$ cat config.mk
export PLATFORM = sky130hd
export DESIGN_NAME = alu_exec_unit
export DESIGN_NICKNAME = d
export VERILOG_FILES = /design/src/rtl/alu_pkg.sv /design/src/rtl/alu_comb_core.sv /design/src/rtl/alu_exec_unit.sv
export SDC_FILE = /design/constraint.sdc
export NUM_CORES = 1
export LEC_CHECK = 0
export ABC_AREA = 1
export CAP_MARGIN = 10
export CORE_MARGIN = 8
export CORE_UTILIZATION = 60
export DETAILED_ROUTE_END_ITERATION = 10
export MAX_ROUTING_LAYER = met4
export PLACE_DENSITY = 0.84
export SLEW_MARGIN = 0
export SYNTH_ARGS = -nofsm -noshare
export SYNTH_HDL_FRONTEND = slang
export SYNTH_HIERARCHICAL = 1
export SYNTH_SLANG_ARGS = --single-unit
$ cat constraint.sdc
create_clock -name clk -period 5.48 [get_ports clk]
set_input_delay 0.548 -clock clk [delete_from_list [all_inputs] [get_ports clk]]
set_output_delay 0.548 -clock clk [all_outputs]
set_load 0.02 [all_outputs]
$ cat src/rtl/alu_pkg.sv
// Shared ALU definitions: aluctl encodings used by both the ALU control decoder
// and the execute unit, plus the execute-unit FSM states.
package alu_pkg;

   localparam logic [3:0] ALU_AND = 4'b0000;
   localparam logic [3:0] ALU_OR  = 4'b0001;
   localparam logic [3:0] ALU_ADD = 4'b0010;
   localparam logic [3:0] ALU_SLL = 4'b0011;
   localparam logic [3:0] ALU_SRL = 4'b0100;
   localparam logic [3:0] ALU_SUB = 4'b0110;
   localparam logic [3:0] ALU_SLT = 4'b0111;
   localparam logic [3:0] ALU_NE  = 4'b1000;
   localparam logic [3:0] ALU_XOR = 4'b1100;

   typedef enum logic [1:0] {
      ST_IDLE  = 2'd0,
      ST_SHIFT = 2'd1,
      ST_RESP  = 2'd2
   } alu_state_e;

   function automatic logic is_shift(input logic [3:0] ctl);
      return (ctl == ALU_SLL) || (ctl == ALU_SRL);
   endfunction

endpackage

$ cat src/rtl/alu_comb_core.sv
// Single-cycle evaluator for every non-shift ALU op plus the illegal-code flag.
// Shift codes pass op A through, which is the correct answer for a zero shift amount.
module alu_comb_core
   import alu_pkg::*;
#(
   parameter int XLEN = 32
) (
   input  logic [3:0]      aluctl_i,
   input  logic [XLEN-1:0] a_i,
   input  logic [XLEN-1:0] b_i,
   output logic [XLEN-1:0] result_o,
   output logic            illegal_o
);

   always_comb begin
      result_o  = '0;
      illegal_o = 1'b0;
      case (aluctl_i)
         ALU_AND: result_o = a_i & b_i;
         ALU_OR:  result_o = a_i | b_i;
         ALU_ADD: result_o = a_i + b_i;
         ALU_SUB: result_o = a_i - b_i;
         ALU_XOR: result_o = a_i ^ b_i;
         ALU_SLT: result_o = {{(XLEN-1){1'b0}}, ($signed(a_i) < $signed(b_i))};
         ALU_NE:  result_o = {{(XLEN-1){1'b0}}, (a_i != b_i)};
         ALU_SLL,
         ALU_SRL: result_o = a_i;
         default: illegal_o = 1'b1;
      endcase
   end

endmodule

$ cat src/rtl/alu_exec_unit.sv
// Execute-stage ALU: one-cycle ops via alu_comb_core, shifts via an iterative
// 1-bit-per-cycle shifter, valid/ready handshake on both sides.
module alu_exec_unit
   import alu_pkg::*;
#(
   parameter int XLEN    = 32,
   parameter int SHAMT_W = 5
) (
   input  logic            clk,
   input  logic            reset,
   input  logic            flush,
   input  logic            in_valid,
   output logic            in_ready,
   input  logic [3:0]      aluctl,
   input  logic [XLEN-1:0] op_a,
   input  logic [XLEN-1:0] op_b,
   output logic            out_valid,
   input  logic            out_ready,
   output logic [XLEN-1:0] result,
   output logic            zero,
   output logic            illegal
);

   alu_state_e         state_q, state_d;
   logic [XLEN-1:0]    res_q, res_d;
   logic [SHAMT_W-1:0] cnt_q, cnt_d;
   logic               dir_q, dir_d;
   logic               zero_q, zero_d;
   logic               ill_q, ill_d;

   logic [XLEN-1:0]    core_res;
   logic               core_ill;
   logic [SHAMT_W-1:0] shamt;
   logic               accept;
   logic               long_shift;
   logic [XLEN-1:0]    shifted;

   alu_comb_core #(.XLEN(XLEN)) u_core (
      .aluctl_i  (aluctl),
      .a_i       (op_a),
      .b_i       (op_b),
      .result_o  (core_res),
      .illegal_o (core_ill)
   );

   assign shamt      = op_b[SHAMT_W-1:0];
   assign accept     = in_valid && (state_q == ST_IDLE) && !flush;
   assign long_shift = is_shift(aluctl) && (shamt != '0);
   // res_q doubles as the shifter working register; dir_q = 1 means shift right
   assign shifted    = dir_q ? (res_q >> 1) : (res_q << 1);

   always_ff @(posedge clk) begin
      if (reset) begin
         state_q <= ST_IDLE;
         res_q   <= '0;
         cnt_q   <= '0;
         dir_q   <= 1'b0;
         zero_q  <= 1'b0;
         ill_q   <= 1'b0;
      end else begin
         state_q <= state_d;
         res_q   <= res_d;
         cnt_q   <= cnt_d;
         dir_q   <= dir_d;
         zero_q  <= zero_d;
         ill_q   <= ill_d;
      end
   end

   always_comb begin
      state_d = state_q;
      if (flush) begin
         state_d = ST_IDLE;
      end else begin
         case (state_q)
            ST_IDLE:  if (accept) state_d = long_shift ? ST_SHIFT : ST_RESP;
            ST_SHIFT: if (cnt_q == SHAMT_W'(1)) state_d = ST_RESP;
            ST_RESP:  if (out_ready) state_d = ST_IDLE;
            default:  state_d = ST_IDLE;
         endcase
      end
   end

   always_comb begin
      res_d  = res_q;
      cnt_d  = cnt_q;
      dir_d  = dir_q;
      zero_d = zero_q;
      ill_d  = ill_q;
      if (flush) begin
         cnt_d = '0;
      end else if (state_q == ST_IDLE && accept) begin
         if (long_shift) begin
            res_d  = op_a;
            cnt_d  = shamt;
            dir_d  = (aluctl == ALU_SRL);
            zero_d = 1'b0;
            ill_d  = 1'b0;
         end else begin
            res_d  = core_res;
            zero_d = (core_res == '0);
            ill_d  = core_ill;
         end
      end else if (state_q == ST_SHIFT) begin
         res_d  = shifted;
         cnt_d  = cnt_q - SHAMT_W'(1);
         zero_d = (shifted == '0);
      end
   end

   always_comb begin
      in_ready  = (state_q == ST_IDLE);
      out_valid = (state_q == ST_RESP);
      result    = res_q;
      zero      = zero_q;
      illegal   = ill_q;
   end

endmodule

==> results.md <==
- Root buffer cell: clkbuf_16
- Highest clock rate: between 200 and 300 MHz
- Die footprint: 0.0206 mm²
- CP Max Fanout: 30
- Top cell type's share of synthesized area: 25.4%
- Cell Rows: 46
- Worst slack at placement: roughly 1.6 ns
- Overall via count from detail_route: approximately 12000
- Cell variety after synth: 40
- Number of setup buffers added after CTS: 0
- Pre-antenna DRT Iters: 6
- Post-route DRC violation count: 0
- Hold violation total from the final report: 0
- Post-CTS resize count: 0
- Number of placed I/O pins: roughly 110
- Combined area of all synthesized cells: between 0.009 and 0.01 mm²
- Post-detailed-route via-to-cell ratio: between 5 and 6
- Vias in the first global route: around 12000
- Yosys synthesis warning count: 6
- CTS tree: done
- Die width: around 140 µm
- Number of fillers in the final layout: ~1500
- Worst reg-to-reg setup slack: roughly 2.6 ns
- Sequential cell area: between 800 and 900 µm²
- Leading cell types by total area after synthesis: nand2_1, inv_1, ha_1
- Clk_skew: 0.00762 ns
- Total Negative Setup Slacks: 0 ns
- RSZ-0062 raised after global routing: no
- Type of element launching the critical path: primary input
- Area added between synthesis and finish: 12.3%
- Max Slew Vio Count: 0
- Post-CTS Hold Buffers: 0
- Worst R2R End: result[5]
- Final layout net count: about 2100
- Final hold slack: 0.476 ns
- Final antenna-violating net count: 0
- Required time at the worst-slack endpoint: roughly 5.7 ns
- Most frequent cells in the layout: nand2_1, inv_1, nor2_1
- Worst Setup Path Type: primary input to flip-flop
- Sequential fraction of the synthesis area: between 8 and 9%
- WL per Instance: 17.3 µm
- Setup WS post-layout: ~1.8 ns
- Half-perimeter wire length of the detailed placement result: 29600 µm
- Transition at the pin with the smallest max-transition slack: slightly above 1 ns
- Post-synthesis cell type with the largest combined area: nand2_1
- Worst setup path startpoint: aluctl[3]
- Initial cell density of the core: 61.4%
- Final clock period utilization by the worst path: between 60% and 70%
- Reg2Reg Launch Point: state_q[0]
- Clock H-tree levels: 2
- Capture point of the worst path: zero
- Residual overflow from global routing: 0
- Largest buffer count on any clock path: 2
- WP data arrival: approximately 4 ns
- Leakage power summed over all cells: just over 6 nW
- Clock latency on the worst-skew pair: around 0.30 ns
- Kind of path behind the tightest hold check: flip-flop to flip-flop
- Peak ir drop on the vdd network: approximately 0.00017 V
- Number of cell instances on the worst register-to-register path: 8
- Run status: finished clean
- Synthesized netlist cell count: 1889
- Overall fraction of global-route tracks in use: 36.6%
- Total wire length after detailed routing: around 37000 µm
- Number of clock sinks: between 40 and 50
- Antenna diode instance count: 0
- Number of antenna violations at the first check in global routing: 0
- Final GP Congestion: roughly 1.0
- Worst slew margin relative to its limit: a little under a third
- P per Cell Area: 148 mW/mm²
- First-pass GRT wire length: 58400 µm
- Core area: roughly 0.016 mm²
- Core utilization of the finished layout: approximately 69%
- Crit path time final: 3.68 ns
- Number of failing setup endpoints in the final timing report: 0
- Max-Cap Viols: 0
- Clock transition at path regs: around 0.06 ns
- Critical path endpoint category: flip-flop
- Number of design-rule violations left by the first detailed-router iteration: roughly 1600
- Fraction of layout cells with a size suffix above 1: under 10%
- Footprint of the multi-input gates: around 0.007 mm²
- Die H: 144 µm
- Leading cell type in the layout, fill and taps excluded: nand2_1
- Largest net degree at the start of global routing: 43
- Number of buffer cells added on primary ports: between 100 and 150
- Number of nets in the synthesized netlist: 2067
- Average size of a mapped cell: 5.17 µm²
- CTS buffer count: 5
- Flops & latches, synth: 42
stage by stage:
stage	instances	instance area (µm²)	total power, mW
after CTS	2162	11000	1.59
after floorplan	1889	9760	0.967
after global placement	2154	10800	1.26
after detailed placement	2154	10800	1.27
after global routing	2162	11000	1.73
final	2162	11000	1.62
Yosys cell counts:
cell	number
a211oi_1	1
a21oi_1	102
a21oi_2	2
a21oi_4	1
a221oi_1	18
a22oi_1	1
and2_1	1
and3_1	3
buf_2	37
buf_4	10
buf_6	4
clkbuf_1	11
clkbuf_2	1
clkinv_1	2
dfxtp_1	42
fa_1	2
ha_1	103
inv_1	373
inv_2	6
nand2_1	661
nand2_2	18
nand3_1	148
nand3_2	8
nand3_4	1
nand3b_2	2
nand4_1	32
nor2_1	171
nor2_2	8
nor2_4	2
nor3_1	10
nor4_1	2
nor4_2	2
o2111ai_1	1
o211ai_1	6
o211ai_2	1
o21ai_0	50
o21ai_1	7
o21bai_1	7
o221ai_1	1
o22ai_1	31
final cells by class:
class / count / area share [%]
Multi-Input combinational cell: 1403 / 65.3
Inverter: 381 / 13.1
Timing Repair Buffer: 112 / 10.1
Sequential cell: 42 / 7.67
Tap cell: 216 / 2.47
Clock buffer: 6 / 1.27
Clock inverter: 2 / 0.114
layer usage:
| layer | global-route usage, % | wire, µm |
|---|---|---|
| met3 | 5.74 | 3620 |
| met2 | 58.8 | 16900 |
| met5 | - | 0 |
| met4 | 22.7 | 2370 |
| met1 | 42.2 | 14400 |
critical path: stages:
cell	delay, ns
clkdlybuf4s50_1	0.62
nor2_1	0.16
nand2_1	0.52
inv_2	0.51
nand2_1	0.17
o21ai_0	0.10
a21oi_1	0.15
o211ai_1	0.18
nor2_1	0.14
nand2_1	0.09
nor2_1	0.25
nand2_1	0.11
nor2_1	0.11
a21oi_1	0.07
a21oi_1	0.16
cells by family after synthesis:
group / after synthesis / synth area share (%)
buffers and inverters: 444 / 18.3
AOI/OAI and AO/OA: 229 / 13.6
and+or+nand+nor: 1069 / 45.9
adders and majority gates: 105 / 13.6
DFF: 42 / 8.62
state kept, by name, summed over array words and instances (netlist names):
| name | cells |
|---|---|
| result | 32 |
| cnt_q | 5 |
| state_q | 2 |
| dir_q | 1 |
| illegal | 1 |
| zero | 1 |
report_power, final:
part | internal (mW) | leakage (nW) | switching [mW]
Sequential | 0.326 | 0.343 | 0.0135
Combinational | 0.316 | 5.71 | 0.646
Clock | 0.181 | 0.0729 | 0.136
worst min-delay path by stage:
stage | start | endpoint | slack (ns) | cells after the start
after global routing | illegal | illegal | 0.50 | 2
final | illegal | illegal | 0.48 | 2
after CTS | illegal | illegal | 0.48 | 2
after global placement | illegal | illegal | 0.46 | 2
after floorplan | cnt_q[1] | cnt_q[1] | 0.46 | 2
after detailed placement | illegal | illegal | 0.47 | 2
Note: power is estimated with default switching activity, not from simulation.
